===== config.mk =====
export PLATFORM = sky130hd
export DESIGN_NAME = adder_stim_check
export DESIGN_NICKNAME = d
export VERILOG_FILES = /design/src/rtl/adder_check_pkg.sv /design/src/rtl/adder_exp_pipe.sv /design/src/rtl/adder_stim_check.sv
export SDC_FILE = /design/constraint.sdc
export NUM_CORES = 1
export LEC_CHECK = 0
export BUFFER_PORTS_ARGS = -buffer_cell sky130_fd_sc_hd__buf_2
export CAP_MARGIN = 10
export CORE_MARGIN = 3
export CORE_UTILIZATION = 35
export CTS_BUF_LIST = sky130_fd_sc_hd__clkbuf_4
export CTS_CLUSTER_SIZE = 14
export DETAILED_ROUTE_END_ITERATION = 8
export SLEW_MARGIN = 5
export SYNTH_ARGS = -nofsm -noshare
export SYNTH_HDL_FRONTEND = slang
export SYNTH_HIERARCHICAL = 1
export SYNTH_SLANG_ARGS = --single-unit

===== constraint.sdc =====
create_clock -name CLK -period 2.65 [get_ports CLK]
set_input_delay 0 -clock CLK [delete_from_list [all_inputs] [get_ports CLK]]
set_output_delay 0 -clock CLK [all_outputs]
set_load 0.05 [all_outputs]

===== src/rtl/adder_check_pkg.sv =====
// Shared types and helpers for the adder stimulus/response checker.
package adder_check_pkg;

  typedef enum logic [1:0] {
    S_IDLE  = 2'd0,
    S_RUN   = 2'd1,
    S_DRAIN = 2'd2,
    S_DONE  = 2'd3
  } state_t;

  localparam int DEF_WIDTH   = 3;
  localparam int DEF_LATENCY = 2;

  // Sum of two operands truncated to 'bits' bits; the carry out is dropped.
  function automatic logic [31:0] exp_sum(input logic [31:0] a,
                                          input logic [31:0] b,
                                          input int unsigned bits);
    logic [31:0] mask;
    mask = (32'h1 << bits) - 32'h1;
    return (a + b) & mask;
  endfunction

endpackage


===== src/rtl/adder_exp_pipe.sv =====
// Data+valid delay line that lines expected sums up with the datapath result.
module adder_exp_pipe #(
  parameter int DEPTH = 2,
  parameter int DW    = 4
) (
  input  logic          clk,
  input  logic          rst,
  input  logic          clr,
  input  logic [DW-1:0] in_data,
  input  logic          in_vld,
  output logic [DW-1:0] head_data,
  output logic          head_vld
);

  logic [DW-1:0] data_q [DEPTH];
  logic          vld_q  [DEPTH];

  always_ff @(posedge clk) begin
    if (rst || clr) begin
      for (int i = 0; i < DEPTH; i++) begin
        data_q[i] <= '0;
        vld_q[i]  <= 1'b0;
      end
    end else begin
      data_q[0] <= in_data;
      vld_q[0]  <= in_vld;
      for (int i = 1; i < DEPTH; i++) begin
        data_q[i] <= data_q[i-1];
        vld_q[i]  <= vld_q[i-1];
      end
    end
  end

  assign head_data = data_q[DEPTH-1];
  assign head_vld  = vld_q[DEPTH-1];

endmodule


===== src/rtl/adder_stim_check.sv =====
// Exhaustive operand sweep and result checker for a registered adder datapath.
// Optional first-mismatch capture outputs: define ADDER_FIRST_ERR_CAPTURE_EN.
//
// state | meaning
// IDLE  | waiting for start, operand buses held at zero
// RUN   | driving one operand pair per cycle, expected sums enter the delay line
// DRAIN | last vector held, waiting LATENCY cycles for its result to be compared
// DONE  | sweep finished, done/pass/err_cnt held until start or rst
module adder_stim_check
  import adder_check_pkg::*;
#(
  parameter int width   = DEF_WIDTH,
  parameter int LATENCY = DEF_LATENCY,
  parameter int ERRW    = 16
) (
  input  logic              CLK,
  input  logic              rst,
  input  logic              start,
  input  logic [width:0]    Q,
  output logic [width:0]    DA,
  output logic [width:0]    DB,
  output logic              busy,
  output logic              done,
  output logic              pass,
  output logic [ERRW-1:0]   err_cnt
`ifdef ADDER_FIRST_ERR_CAPTURE_EN
  ,
  output logic [2*width+1:0] first_err_idx,
  output logic [width:0]     first_err_q,
  output logic               first_err_vld
`endif
);

  localparam int BW = width + 1;
  localparam int IW = 2 * BW;
`ifdef ADDER_FIRST_ERR_CAPTURE_EN
  localparam int DW = IW + BW;
`else
  localparam int DW = BW;
`endif

  state_t          state;
  logic [IW-1:0]   idx;
  logic [IW-1:0]   idx_nxt;
  logic            drv;
  logic [3:0]      drain_cnt;
  logic [BW-1:0]   exp_now;
  logic [DW-1:0]   pipe_in;
  logic [DW-1:0]   head_data;
  logic            head_vld;
  logic [BW-1:0]   head_exp;
  logic            mismatch;
  logic            sweep_go;
  logic            active;
  logic [ERRW-1:0] err_nxt;

  // The delay line samples the operand buses themselves, so it tracks what the
  // datapath actually saw rather than the index register.
  assign exp_now = BW'(exp_sum(32'(DA), 32'(DB), BW));
`ifdef ADDER_FIRST_ERR_CAPTURE_EN
  assign pipe_in = {DB, DA, exp_now};
`else
  assign pipe_in = exp_now;
`endif

  assign sweep_go = start && ((state == S_IDLE) || (state == S_DONE));
  assign active   = (state == S_RUN) || (state == S_DRAIN);
  assign idx_nxt  = idx + IW'(1);
  assign head_exp = head_data[BW-1:0];
  assign mismatch = active && head_vld && (Q != head_exp);

  always_comb begin
    err_nxt = err_cnt;
    if (mismatch && (err_cnt != {ERRW{1'b1}}))
      err_nxt = err_cnt + ERRW'(1);
  end

  adder_exp_pipe #(
    .DEPTH (LATENCY),
    .DW    (DW)
  ) u_exp_pipe (
    .clk       (CLK),
    .rst       (rst),
    .clr       (sweep_go),
    .in_data   (pipe_in),
    .in_vld    (drv),
    .head_data (head_data),
    .head_vld  (head_vld)
  );

  always_ff @(posedge CLK) begin
    if (rst) begin
      state     <= S_IDLE;
      idx       <= '0;
      DA        <= '0;
      DB        <= '0;
      drv       <= 1'b0;
      drain_cnt <= '0;
      busy      <= 1'b0;
      done      <= 1'b0;
      pass      <= 1'b0;
      err_cnt   <= '0;
    end else begin
      case (state)
        S_IDLE, S_DONE: begin
          if (start) begin
            state   <= S_RUN;
            idx     <= '0;
            DA      <= '0;
            DB      <= '0;
            drv     <= 1'b1;
            err_cnt <= '0;
            busy    <= 1'b1;
            done    <= 1'b0;
            pass    <= 1'b0;
          end
        end
        S_RUN: begin
          err_cnt <= err_nxt;
          idx     <= idx_nxt;
          if (idx == {IW{1'b1}}) begin
            state     <= S_DRAIN;
            drv       <= 1'b0;
            drain_cnt <= 4'(LATENCY - 1);
          end else begin
            DA <= idx_nxt[BW-1:0];
            DB <= idx_nxt[IW-1:BW];
          end
        end
        S_DRAIN: begin
          err_cnt <= err_nxt;
          if (drain_cnt == 4'd0) begin
            state <= S_DONE;
            busy  <= 1'b0;
            done  <= 1'b1;
            pass  <= (err_nxt == '0);
          end else begin
            drain_cnt <= drain_cnt - 4'd1;
          end
        end
        default: state <= S_IDLE;
      endcase
    end
  end

`ifdef ADDER_FIRST_ERR_CAPTURE_EN
  always_ff @(posedge CLK) begin
    if (rst || sweep_go) begin
      first_err_idx <= '0;
      first_err_q   <= '0;
      first_err_vld <= 1'b0;
    end else if (mismatch && !first_err_vld) begin
      first_err_idx <= head_data[DW-1:BW];
      first_err_q   <= Q;
      first_err_vld <= 1'b1;
    end
  end
`endif

endmodule


After elaboration in Yosys (flattened, before gate mapping)
Memories as Yosys holds them, arrays and structs flattened.
Cells that the tools add are included.
{"block": "classes", "add_sub_neg": 4, "eq_ne": 11, "mux": 34, "n_bitwise": 4, "n_reduce_logical": 21}
{"operator": "16-bit 2-to-1 mux", "n": 2}
{"operator": "16-bit one-hot mux with 2 select lines", "n": 1}
{"operator": "4-bit 2-to-1 mux", "n": 7}
{"operator": "4-bit one-hot mux with 2 select lines", "n": 3}
{"operator": "16-bit by 1-bit adder with 16-bit output (second input constant)", "n": 1}
{"operator": "16-bit zero test", "n": 1}
{"operator": "16-bit inequality test (second input constant)", "n": 1}
{"operator": "8-bit one-hot mux with 2 select lines", "n": 1}
{"operator": "3-bit AND reduction", "n": 5}
{"operator": "1-bit 2-to-1 mux", "n": 11}
{"operator": "8-bit by 1-bit adder with 8-bit output (second input constant)", "n": 1}
{"operator": "8-bit == test (second input constant)", "n": 1}
{"operator": "8-bit 2-to-1 mux", "n": 1}
{"operator": "1-bit one-hot mux with 2 select lines", "n": 4}
{"operator": "2-bit 2-to-1 mux", "n": 3}
{"operator": "2-bit inequality test (second input constant)", "n": 3}
{"operator": "2-bit one-hot mux with 3 select lines", "n": 1}
{"operator": "2-bit nonzero test", "n": 3}
{"operator": "4-bit adder", "n": 1}
{"operator": "2-bit == test (second input constant)", "n": 2}
{"operator": "1-bit logical AND", "n": 4}
{"operator": "4-bit zero test", "n": 1}
{"operator": "2-bit by 1-bit inequality test with 1-bit output (second input constant)", "n": 2}
{"operator": "4-bit inequality test", "n": 1}
{"operator": "7 further kinds", "n": 13}
{"block": "totals", "register_bits": 42, "ram_bits": 10, "inputBits": 7, "output_inout_bits": 27, "elab_cells": 86, "n_memories": 2}
{"memory": "u_exp_pipe.data_q", "words": 2, "word_bits": 4, "read_ports": 2, "rd_clocked_by_memory_dff": 0, "write_ports": 2, "line_no": "adder_exp_pipe.sv:15", "rtl": "logic [DW-1:0] data_q [DEPTH];"}
{"memory": "u_exp_pipe.vld_q", "words": 2, "word_bits": 1, "read_ports": 2, "rd_clocked_by_memory_dff": 0, "write_ports": 2, "line_no": "adder_exp_pipe.sv:16", "rtl": "logic vld_q [DEPTH];"}

Logic depth before layout (Yosys ltp)
Gate-level depths: netlist of run 1.
{"block": "logic_depth", "ltp_word": 9, "mapped_depth": 10}

Hierarchy
Netlist of run 1, hierarchy kept.
{"module": "adder_stim_check", "instances": 1, "cells_each": 308, "area_each_um2": 2491.1}
{"module": "adder_exp_pipe", "instances": 1, "cells_each": 26, "area_each_um2": 377.9}

Least setup slack after synthesis of run 1
OpenSTA, ideal clock, no wires.
{"block": "synth_timing", "path_kind": "reg-to-reg", "startpoint": "reg err_cnt[0]", "endpoint": "reg pass", "setup_time_ns": 0.085, "arrival_ns": 2.425, "required_ns": 2.565, "slack_ns": 0.140, "path_stages_with_launch": 9, "cell_sequence": "dfxtp_1 ha_1 nand3_1 nor2_2 and4_2 xor2_1 a2111oi_2 nand4_1 o31ai_2"}
{"block": "synth_between", "elab_chain_len": 6, "word_cells_on_any_way": 7, "cone_classes": "add/sub: 1; eq/ne: 1; mux: 3; reduce/logical: 2"}
{"element": "start: declaration", "line_no": "adder_stim_check.sv:25", "rtl": "output logic [ERRW-1:0] err_cnt"}
{"element": "start signal: assignment", "line_no": "adder_stim_check.sv:119", "rtl": "err_cnt <= err_nxt;"}
{"element": "start signal: assignment", "line_no": "adder_stim_check.sv:131", "rtl": "err_cnt <= err_nxt;"}
{"element": "parallel branches: the longest is 2 deep, another holds 16-bit by 1-bit adder with 16-bit output"}
{"element": "16-bit 2-to-1 mux *", "line_no": "adder_stim_check.sv:74", "rtl": "if (mismatch && (err_cnt != {ERRW{1'b1}}))"}
{"element": "16-bit zero test *", "line_no": "adder_stim_check.sv:136", "rtl": "pass <= (err_nxt == '0);"}
{"element": "1-bit 2-to-1 mux *", "line_no": "adder_stim_check.sv:132", "rtl": "if (drain_cnt == 4'd0) begin"}
{"element": "1-bit one-hot mux with 2 select lines *", "line_no": "adder_stim_check.sv:104", "rtl": "case (state)"}
{"element": "end signal: assignment", "line_no": "adder_stim_check.sv:136"}
{"element": "end: declaration", "line_no": "adder_stim_check.sv:24", "rtl": "output logic pass,"}
Mark *: on every way between the ends. The select of a mux whose other input is x is not followed.
A chain may end at the register's enable or synchronous reset.

Final worst setup path of run 1
{"block": "layout_timing", "startpoint": "reg state[0]", "endpoint": "reg pass"}
{"block": "layout_between", "elab_chain_len": 9, "word_cells_on_any_way": 17, "cone_classes": "eq/ne: 5; mux: 3; reduce/logical: 9"}
{"element": "start: declaration", "line_no": "adder_stim_check.sv:42", "rtl": "state_t state;"}
{"element": "start signal: assignment", "line_no": "adder_stim_check.sv:93", "rtl": "state <= S_IDLE;"}
{"element": "start signal: assignment", "line_no": "adder_stim_check.sv:107", "rtl": "state <= S_RUN;"}
{"element": "start signal: assignment", "line_no": "adder_stim_check.sv:122", "rtl": "state <= S_DRAIN;"}
{"element": "2-bit by 1-bit == test with 1-bit output / 2-bit == test (equally long branches)", "line_no": "adder_stim_check.sv:67, adder_stim_check.sv:104"}
{"element": "1-bit logical OR", "line_no": "adder_stim_check.sv:67", "rtl": "assign active = (state == S_RUN) || (state == S_DRAIN);"}
{"element": "1-bit logical AND (2 in series)", "line_no": "adder_stim_check.sv:70", "rtl": "assign mismatch = active && head_vld && (Q != head_exp);"}
{"element": "1-bit logical AND", "line_no": "adder_stim_check.sv:74"}
{"element": "16-bit 2-to-1 mux", "line_no": "adder_stim_check.sv:74"}
{"element": "16-bit zero test", "line_no": "adder_stim_check.sv:136"}
{"element": "1-bit 2-to-1 mux", "line_no": "adder_stim_check.sv:132"}
{"element": "1-bit one-hot mux with 2 select lines", "line_no": "adder_stim_check.sv:104"}
Several ways; a longest one is shown, not always the timed one. The select of a mux whose other input is x is not followed.

==> summary.md, run 1 <==
| Metric | Value |
|---|---|
| Max Root-Sink Buffers | `2` |
| Reg clk slew, reported paths | `0.15 ns` |
| DRC | `0` |
| Min Tclk post-route | `~2.4 ns` |
| Hold wc startpoint | `start` |
| Endpoints failing hold | `0` |
| DRT iter0 DRCs | `87` |
| Vias/cell | `around 5.2` |
| Post-DP HPWL | `4523 µm` |
| Reg2Reg Depth | `10` |
| Final Cycle Share | `about nine tenths` |
| Critical Path End Type | `register` |
| Hold Path End | `drv` |
| CP Launch Type | `register` |
| Mapped Area | `about 0.0029 mm²` |
| Total CTS buffers | `5` |
| Synth top area cells | `dfxtp_1 (36%), a21oi_1 (4.7%), nor2_1 (4.6%), ha_1 (4.4%), nor3b_2 (4.4%)` |
| Slew Limit Fails | `0` |
| Max transition margin | `about a third` |
| Total GRT Usage | `between 10% and 20%` |
| Switch share | `39.52%` |
| Drt first pass iters | `4` |
| Critical setup path kind | `reg2reg` |
| Final Skew | `between 0.02 and 0.03 ns` |
| Non-Filler Instances | `466` |
| Ys flop type | `dfxtp_1` |
| Pwr per Cell Area | `between 700 and 800 mW/mm²` |
| Most frequent cells in the layout | `dfxtp_1 (52), nor2_1 (35), buf_2 (33)` |
| Vias in the first global route | `about 2200` |
| Total gr overflow | `0` |
| Clk network pwr share | `a little over a fifth` |
| H-tree levels | `2` |
| Hold depth | `4` |
| Setup TNS | `0 ns` |
| R2r endpoint | `pass` |
| Max-cap violations | `0` |
| Status | `complete, no violations` |
| Core box area | `0.007848 mm²` |
| WP data required | `2.96 ns` |
| Place WS | `around 0.22 ns` |
| P_int | `around 0.0014 W` |
| Synth top area share | `between 30% and 40%` |
| Ys async rst share | `0%` |
| I/O Pins | `34` |
| Maximum vdd drop | `between 0.2 and 0.25 mV` |
| Layout filler cell count | `823` |
| Largest net degree at the start of global routing | `between 50 and 60` |
| Total power | `0.002244 W` |
| Hold Crit Class | `in2reg` |
| Initial cell density of the core | `about 37%` |
| First-pass GRT wire length | `10360 µm` |
| Syn nets | `roughly 350` |
| Seq/Total Area, Yosys | `36.28%` |
| Ant diodes | `0` |
| Unique cell type count in the Yosys netlist | `56` |
| # Post-CTS Setup Buffers | `0` |
| Combinational share of power | `39.1%` |
| Critical Path Fanout Max | `4` |
| R2R setup slack | `approximately 0.23 ns` |
| Port-buffer cells | `33` |
| Mean post-synth cell area | `8.590 µm²` |
| RSZ-0062 raised after global routing | `no` |
| NetSw | `between 0.0008 and 0.0009 W` |
| Post-route ant nets | `0` |
| YS warnings | `6` |
| Die H | `a little under 100 µm` |
| Post-placement cell count | `about 460` |
| F_max | `0.4131 GHz` |
| Number of clock sinks | `52` |
| Area Overhead vs Synth | `11.08%` |
| Via count | `around 2400` |
| Die area | `0.009320 mm²` |
| Final worst setup slack | `0.2290 ns` |
| Layout cells sized above 1 | `a little over a fifth` |
| Static leakage | `around 1.3 nW` |
| Final Setup Violations | `0` |
| Chip width | `roughly 97 µm` |
| WP data arrival | `between 2 and 3 ns` |
| Actual slew at the worst max-slew pin | `between 1 and 1.5 ns` |
| Cts hold-fix bufs | `0` |
| Initial antenna violation count | `0` |
| Area leader, netlist | `dfxtp_1` |
| Root Buffer Master | `clkbuf_4` |
| Reg2Reg Launch Point | `state[0]` |
| Worst skew pair latency | `~0.38 ns` |
| Drt total wl | `between 6000 and 7000 µm` |
| Gpl congestion | `0.8361` |
| FF+latch count, synth | `52` |
| Avg WL per Cell | `between 10 and 15 µm` |
| EDFF count, synth | `0` |
| Reg power frac | `between 30% and 40%` |
| Commonest non-fill, non-tap cell in the layout | `dfxtp_1` |
| TritonCTS clock tree | `done` |
| Row count | `32` |
| NumNets Final | `about 380` |
| Syn Inst Count | `about 330` |
==> cell type report <==
cell class / count / area [µm²] / area share [%]
inverter: 12 / 45.04 / 1.413
sequential: 52 / 1041 / 32.67
clock inverter: 2 / 38.79 / 1.217
timing repair buffer: 43 / 240.2 / 7.538
multi-input combinational: 249 / 1649 / 51.75
clock buffer: 6 / 45.04 / 1.413
tap: 102 / 127.6 / 4.005
==> through the flow <==
step | cell area (µm²) | util [%] | hold WS, ns
5_1_grt | 3187 | 40.61 | 0.1188
3_3_place_gp | 3098 | 39.48 | 0.4562
6_report | 3187 | 40.61 | 0.07974
2_1_floorplan | 2869 | - | 0.1900
3_5_place_dp | 3098 | 39.48 | 0.4595
4_1_cts | 3182 | 40.55 | 0.07174
==> kinds of logic (layout without fill, tap and decap cells) <==
group	count (synthesis)	after routing	share of synthesized area [%]
xor+xnor	20	20	6.106
fa+ha+maj	11	11	5.059
buf+inv	33	63	6.411
mux	7	7	2.486
simple gates	136	136	26.47
flops	52	52	36.28
compound gates	75	75	17.18
==> power groups by stage <==
stage | Clock (W) | Combinational (W) | Sequential [W]
2_1_floorplan | 0 | 0.000610 | 0.000973
3_3_place_gp | 0 | 0.000863 | 0.000913
3_5_place_dp | 0 | 0.000875 | 0.000914
4_1_cts | 0.000491 | 0.000881 | 0.000897
5_1_grt | 0.000514 | 0.000984 | 0.000907
6_report | 0.000471 | 0.000877 | 0.000896
==> Yosys cell counts (all sizes together) (2+ instances only) <==
| master | count |
|---|---|
| buf | 9 |
| xor2 | 8 |
| nor2 | 37 |
| a31oi | 4 |
| nand2 | 29 |
| a21o | 3 |
| o21ai | 12 |
| nand4 | 6 |
| nor3 | 9 |
| ha | 10 |
| a311oi | 4 |
| nor2b | 4 |
| a21boi | 3 |
| nand3b | 2 |
| and3 | 5 |
| nor3b | 12 |
| a211oi | 6 |
| clkbuf | 12 |
| and4 | 2 |
| a21oi | 27 |
| mux2i | 6 |
| o211ai | 2 |
| a22oi | 2 |
| o211a | 2 |
| or2 | 3 |
| or3 | 3 |
| inv | 12 |
| xnor2 | 12 |
| a2bb2oi | 2 |
| nand2b | 4 |
| dfxtp | 52 |
| nand3 | 18 |
==> how the worst max path moves through the flow <==
| stage | startpoint | to | slack, ns |
|---|---|---|---|
| after detailed placement | state[0] | pass | 0.22 |
| final | state[0] | pass | 0.23 |
| after global placement | state[0] | pass | 0.30 |
| after global routing | state[0] | pass | 0.07 |
| after floorplan | err_cnt[0] | pass | 0.14 |
| after CTS | state[0] | pass | 0.19 |
==> routing by layer <==
layer  vias to the layer above  GRT usage [%]  wire, µm
li1                       1238              -         -
met1                      1144          18.82      3034
met2                        38          22.36      2882
met3                         5          2.711       245
met4                         0          3.505        65
met5                         -              0         0
==> critical path: stages (launching register included) <==
cell	delay, ns
dfxtp_1	0.42
inv_1	0.06
ha_1	0.29
nand2b_4	0.11
a41oi_1	0.06
buf_4	0.19
and3_4	0.15
or3_1	0.32
a2111oi_2	0.37
nand4_1	0.19
o31ai_2	0.20
==> state kept, by name, summed over array words and instances (netlist names) <==
register and flops:
idx 8, busy 1, u_exp_pipe/vld_q 2, state 2
err_cnt 16, DB 4, done 1, pass 1
u_exp_pipe/data_q 8, DA 4, drv 1, drain_cnt 4
==> timing repair <==
item | in CTS | in global routing
resized for setup | 0 | 1
setup endpoints to repair | 0 | 1
hold endpoints to repair | 0 | 0
(Power assumes the default switching activity.)
==> inputs of run 2 (changes only) <==
--- a/config.mk
+++ b/config.mk
@@ -5,7 +5,7 @@
 export SDC_FILE = /design/constraint.sdc
 export NUM_CORES = 1
 export LEC_CHECK = 0
-export BUFFER_PORTS_ARGS = -buffer_cell sky130_fd_sc_hd__buf_2
+export BUFFER_PORTS_ARGS = -buffer_cell sky130_fd_sc_hd__clkbuf_2
 export CAP_MARGIN = 10
 export CORE_MARGIN = 3
 export CORE_UTILIZATION = 35
==> summary.md, run 2 (synthesis results as in run 1) <==
| Metric | Value |
|---|---|
| R2R setup slack | `0.22 ns (about the same)` |
| Layout cells sized above 1 | `21.10% (-0.058 points)` |
| I/O Pins | `34 (unchanged)` |
| CP Launch Type | `register` |
| DRT iter0 DRCs | `138 (+59%)` |
| Avg WL per Cell | `13.61 µm (+1.8%)` |
| H-tree levels | `2 (unchanged)` |
| Vias in the first global route | `2203 (+0.92%)` |
| Area Overhead vs Synth | `10.29%` |
| Initial antenna violation count | `0 (unchanged)` |
| Final Skew | `0.02264 ns (-0.003215 ns)` |
| Initial cell density of the core | `36.56% (unchanged)` |
| Worst Setup SP | `err_cnt[0]` |
| Largest register FFs | `16 (unchanged)` |
| Commonest non-fill, non-tap cell in the layout | `dfxtp_1` |
| Crit. path cell count | `8 (-2)` |
| F_max | `0.4109 GHz (-0.52%)` |
| Max incr delay on CP | `0.48 ns (+0.06 ns)` |
| Vias/cell | `5.278 (+1.4%)` |
| Max transition margin | `60.51% (+27 points)` |
| Top flop regs | `err_cnt: 16 flops, idx: 8 flops, u_exp_pipe/data_q: 8 flops` |
| Min Tclk post-route | `2.434 ns (+0.01268 ns)` |
| Crit-path slowest cell | `dfxtp_1` |
| NumNets Final | `382 (+0.26%)` |
| Slew Limit Fails | `0 (unchanged)` |
| Critical setup path kind | `reg2reg` |
| R2r endpoint | `pass` |
| Worst path bufs/invs | `0 (-2)` |
| Post-DP HPWL | `4562 µm (+0.86%)` |
| Worst Setup EP | `pass` |
| Maximum vdd drop | `0.2287 mV (+0.99%)` |
| WP data required | `2.96 ns (about the same)` |
| Critical Path End Type | `register` |
| Core box area | `0.007848 mm² (unchanged)` |
| Cts hold-fix bufs | `0 (unchanged)` |
| Top reg by flops | `err_cnt` |
| Reg2Reg Depth | `8 (-2)` |
| Critical Path Fanout Max | `7 (+3)` |
| Final Cycle Share | `91.84% (+0.48 points)` |
| Via count | `2465 (+1.6%)` |
| Total CTS buffers | `5 (unchanged)` |
| Pwr per Cell Area | `679.8 mW/mm² (-3.5%)` |
| # Post-CTS Setup Buffers | `0 (unchanged)` |
| Post_cts resized | `0 (unchanged)` |
| Total gr overflow | `0 (unchanged)` |
| Reg2Reg Launch Point | `err_cnt[0]` |
| Gpl congestion | `0.8826 (+5.6%)` |
| RSZ-0062 raised after global routing | `no` |
| Most frequent cells in the layout | `dfxtp_1 (52), nor2_1 (35), clkbuf_2 (33)` |
| TritonCTS clock tree | `done` |
| Layout Utilization | `40.32% (-0.29 points)` |
| Port-buffer cells | `33 (unchanged)` |
| Worst skew pair latency | `0.37 ns (about the same)` |
| Actual slew at the worst max-slew pin | `0.5923 ns (-0.4112 ns)` |
| Max-cap violations | `0 (unchanged)` |
| Setup TNS | `0 ns (unchanged)` |
| Ant diodes | `0 (unchanged)` |
| Endpoints failing hold | `0 (unchanged)` |
| Hold Crit Class | `in2reg` |
| WP data arrival | `2.74 ns (about the same)` |
| Largest net degree at the start of global routing | `51 (-1.9%)` |
| Total GRT Usage | `14.23% (+0.42 points)` |
| Layout filler cell count | `830 (+0.85%)` |
| Status | `complete, no violations` |
| Max Root-Sink Buffers | `2 (unchanged)` |
| Chip width | `96.54 µm (unchanged)` |
| Number of clock sinks | `52 (unchanged)` |
| Top Family by Delay on Critical Path | `simple AND/OR/NAND/NOR gates` |
| Static leakage | `1.238 nW (-2.5%)` |
| First-pass GRT wire length | `10500 µm (+1.3%)` |
| Die H | `96.54 µm (unchanged)` |
| Drt first pass iters | `4 (unchanged)` |
| CP cell instances | `ha_1 -> nand3_1 -> nor2_2 -> and4_2 -> xor2_1 -> a2111oi_2 -> nand4_1 -> o31ai_2` |
| Drt total wl | `6354 µm (+2.0%)` |
| DRC | `0 (unchanged)` |
| Post-route ant nets | `0 (unchanged)` |
| Row count | `32 (unchanged)` |
| Root Buffer Master | `clkbuf_4` |
| Final Setup Violations | `0 (unchanged)` |
| Reg clk slew, reported paths | `0.16 ns (about the same)` |
| Die area | `0.009320 mm² (unchanged)` |
| Hold wc startpoint | `rst` |
run 2: cell types whose count changed in the layout (fill, tap and decap cells not counted), sizes merged:
cell,before,now
clkinv,0,1
buf,43,11
bufinv,1,0
clkinvlp,0,1
clkbuf,6,38
run 2: metrics by stage:
| step | setup WS [ns] | hold slack (ns) | cell area [µm²] | std cells | power [W] |
|---|---|---|---|---|---|
| detailed placement | 0.2462 | 0.4526 | 3105 | 459 | 0.001797 |
| global placement | 0.3071 | 0.4595 | 3105 | 459 | 0.001791 |
| finish | 0.2164 | 0.07692 | 3164 | 467 | 0.002151 |
| CTS | 0.2112 | 0.04546 | 3164 | 467 | 0.002181 |
| floorplan | 0.1404 | 0.1900 | 2869 | 334 | 0.001583 |
| global route | 0.05553 | 0.06861 | 3164 | 467 | 0.002311 |
run 2: report_power, final:
part | internal [W] | leakage, nW | switching [W]
Combinational | 0.000302 | 0.786 | 0.000583
Sequential | 0.000848 | 0.421 | 0.0000488
Clock | 0.000106 | 0.0316 | 0.000263
run 2: layout make-up:
cell class	count	area [µm²]	share of cell area, %
Tap cell	102	127.6	4.033
Multi-Input combinational cell	249	1644	51.96
Clock buffer	5	37.54	1.186
Sequential cell	52	1041	32.90
Timing Repair Buffer	44	247.7	7.829
Clock inverter	3	21.27	0.6722
Inverter	12	45.04	1.423
run 2: worst min path at each step:
stage,slack (ns),cells after the start,to
floorplan,0.19,2,err_cnt[15]
global placement,0.46,2,drv
detailed placement,0.45,1,u_exp_pipe/vld_q[0][1]
CTS,0.05,4,err_cnt[15]
global route,0.07,4,drv
finish,0.08,5,pass
run 2: worst min-delay path, stage by stage:
cell	delay, ns
clkbuf_2	0.10
nand3b_1	0.13
a2111oi_2	0.06
nand4_1	0.09
o31ai_2	0.06
run 2: routing by layer:
layer  wire, µm  track usage, %  vias to the layer above
met5          0               0                        -
met4         53           3.505                        0
met3        381           3.176                        4
met2       2928           23.33                       67
met1       2990           18.97                     1159
li1           -               -                     1235
==> inputs of run 3 (changes only) <==
--- a/config.mk
+++ b/config.mk
@@ -5,6 +5,7 @@
 export SDC_FILE = /design/constraint.sdc
 export NUM_CORES = 1
 export LEC_CHECK = 0
+export ABC_AREA = 1
 export BUFFER_PORTS_ARGS = -buffer_cell sky130_fd_sc_hd__clkbuf_2
 export CAP_MARGIN = 10
 export CORE_MARGIN = 3
==> summary.md, run 3 <==
| Metric | Value |
|---|---|
| First-pass GRT wire length | `11330 µm (+7.9%)` |
| Met1 Resource Use GR | `19.19% (+0.22 points)` |
| R2r endpoint | `DB[2]` |
| Actual slew at the worst max-slew pin | `0.6508 ns (+0.05845 ns)` |
| Static leakage | `1.461 nW (+18%)` |
| Critical Path Fanout Max | `18 (+11)` |
| Port-buffer cells | `33 (unchanged)` |
| Area leader, netlist | `dfxtp_1` |
| DRT iter0 DRCs | `125 (-9.4%)` |
| Met3 Usage GRT | `2.786% (-0.39 points)` |
| Maximum vdd drop | `0.3783 mV (+65%)` |
| Number of clock sinks | `52 (unchanged)` |
| EDFF count, synth | `0 (unchanged)` |
| CP Launch Type | `register` |
| Min Tclk post-route | `2.202 ns (-0.2314 ns)` |
| Mapped Area | `0.002982 mm² (+3.9%)` |
| Synth top area cells | `dfxtp_1 (35%), nand2_1 (17%), inv_1 (7.9%), nor2_1 (6.5%), a21oi_1 (6.0%)` |
| Ys flop type | `dfxtp_1` |
| Seq/Total Area, Yosys | `34.91% (-1.4 points)` |
| Post_cts resized | `0 (unchanged)` |
| Status | `complete, no violations` |
| TritonCTS clock tree | `done` |
| Critical setup path kind | `reg2reg` |
| RSZ-0062 raised after global routing | `no` |
| Top reg by flops | `err_cnt` |
| Initial antenna violation count | `0 (unchanged)` |
| Die H | `98.30 µm (+1.8%)` |
| Hold Worst Slack | `0.02037 ns (-0.05655 ns)` |
| Reg2Reg Depth | `8 (unchanged)` |
| Post-DP HPWL | `4936 µm (+8.2%)` |
| I/O Pins | `34 (unchanged)` |
| DRC | `0 (unchanged)` |
| Gpl congestion | `0.8516 (-3.5%)` |
| Max Root-Sink Buffers | `2 (unchanged)` |
| Avg WL per Cell | `11.23 µm (-17%)` |
| Largest register FFs | `16 (unchanged)` |
| YS warnings | `6 (unchanged)` |
| Initial cell density of the core | `36.11% (-0.45 points)` |
| Die area | `0.009662 mm² (+3.7%)` |
| FF+latch count, synth | `52 (unchanged)` |
| Total gr overflow | `0 (unchanged)` |
| Pwr per Cell Area | `791.5 mW/mm² (+16%)` |
| Worst skew pair latency | `0.38 ns (about the same)` |
| Grt met2 use | `22.57% (-0.76 points)` |
| Endpoints failing hold | `0 (unchanged)` |
| Via count | `2705 (+9.7%)` |
| Root Buffer Master | `clkbuf_4` |
| Worst Setup SP | `state[0]` |
| Synth top area share | `34.91% (-1.4 points)` |
| WP data required | `2.96 ns (about the same)` |
| Core box area | `0.008258 mm² (+5.2%)` |
| Synth cell count leaders | `nand2_1 (134), inv_1 (63), dfxtp_1 (52), nor2_1 (52), a21oi_1 (36)` |
| Vias in the first global route | `2486 (+13%)` |
| Max transition margin | `56.62% (-3.9 points)` |
| Row count | `33 (+3.1%)` |
| Max-cap violations | `0 (unchanged)` |
| Ys async rst share | `0% (unchanged)` |
| Total CTS buffers | `5 (unchanged)` |
| Critical Path End Type | `register` |
| Reg clk slew, reported paths | `0.17 ns (about the same)` |
| WP data arrival | `2.51 ns (-0.23 ns)` |
| Unique cell type count in the Yosys netlist | `33 (-41%)` |
| Reg2Reg Launch Point | `state[0]` |
| Drt first pass iters | `5 (+1)` |
| Area Overhead vs Synth | `9.316%` |
| F_max | `0.4541 GHz (+11%)` |
| Final Cycle Share | `83.10% (-8.7 points)` |
| # Post-CTS Setup Buffers | `0 (unchanged)` |
| Layout cells sized above 1 | `12.84% (-8.3 points)` |
| Vias/cell | `4.600 (-13%)` |
| Syn nets | `472 (+34%)` |
| Commonest non-fill, non-tap cell in the layout | `nand2_1` |
| Largest net degree at the start of global routing | `30 (-41%)` |
| Setup TNS | `0 ns (unchanged)` |
| Drt total wl | `6603 µm (+3.9%)` |
| NumNets Final | `500 (+31%)` |
| Top flop regs | `err_cnt: 16 flops, idx: 8 flops, u_exp_pipe/data_q: 8 flops` |
| Worst Setup EP | `DB[2]` |
| R2R setup slack | `0.45 ns (+0.23 ns)` |
| Layout filler cell count | `899 (+8.3%)` |
| Final Skew | `0.02695 ns (+0.004316 ns)` |
| Slew Limit Fails | `0 (unchanged)` |
| Top-count cell post-synth | `nand2_1` |
| Total GRT Usage | `14.01% (-0.21 points)` |
| Ant diodes | `0 (unchanged)` |
| Post-route ant nets | `0 (unchanged)` |
| H-tree levels | `2 (unchanged)` |
| Hold Crit Class | `in2reg` |
| Syn Inst Count | `454 (+36%)` |
| Chip width | `98.30 µm (+1.8%)` |
| Final Setup Violations | `0 (unchanged)` |
| Most frequent cells in the layout | `nand2_1 (134), inv_1 (63), dfxtp_1 (52), nor2_1 (52), a21oi_1 (36)` |
| Cts hold-fix bufs | `0 (unchanged)` |
| Mean post-synth cell area | `6.567 µm² (-24%)` |
| Grt peak-use layer | `met2` |
run 3: cell type report:
cell class / instances / area (µm²) / share of cell area (%)
tap: 105 / 131.4 / 4.031
inverter: 66 / 247.7 / 7.601
clock buffer: 5 / 37.54 / 1.152
sequential: 52 / 1041 / 31.94
timing repair buffer: 34 / 172.7 / 5.298
multi-input combinational: 323 / 1610 / 49.40
clock inverter: 3 / 18.77 / 0.5758
run 3: cell families after synthesis:
kind of cell / synth area share [%]
fa+ha+maj: 4.868
simple gates: 34.33
flops: 34.91
buf+inv: 11.08
compound gates: 11.58
xor+xnor: 3.231
run 3: critical path, stage by stage, from the launching register on:
cell and delay, ns:
dfxtp_1 0.40, inv_1 0.07, ha_1 0.42, inv_2 0.20
a21oi_2 0.30, inv_1 0.23, nand2_2 0.20, inv_2 0.09
a211oi_1 0.22
run 3: power breakdown:
part | internal (W) | switching [W] | leakage, nW
combinational | 0.000314 | 0.000843 | 1.01
sequential | 0.000952 | 0.000114 | 0.423
clock | 0.000100 | 0.000258 | 0.0249
run 3: per-stage QoR:
step / utilization (%) / setup WS, ns / cell area [µm²] / instances / power, W
after floorplan: - / 0.5511 / 2982 / 454 / 0.001992
after global routing: 39.47 / 0.1785 / 3259 / 588 / 0.002794
after CTS: 39.47 / 0.4445 / 3259 / 588 / 0.002609
final: 39.47 / 0.4478 / 3259 / 588 / 0.002580
after detailed placement: 38.79 / 0.4882 / 3203 / 580 / 0.002238
after global placement: 38.79 / 0.5420 / 3203 / 580 / 0.002222
run 3: worst min-delay path by stage:
stage	startpoint	end	slack, ns	cells past startpoint
floorplan	start	err_cnt[0]	0.21	3
global placement	u_exp_pipe/vld_q[0][0]	u_exp_pipe/vld_q[0][1]	0.40	2
detailed placement	u_exp_pipe/data_q[0][3]	u_exp_pipe/data_q[0][7]	0.40	2
CTS	start	drv	0.007	5
global route	start	drv	0.03	5
finish	start	drv	0.02	5
run 3: layer usage:
metal | up-vias | share of wire [%]
met5 | - | 0
met4 | 0 | 0.82
met3 | 4 | 3.5
met2 | 43 | 46
met1 | 1185 | 50
li1 | 1473 | -
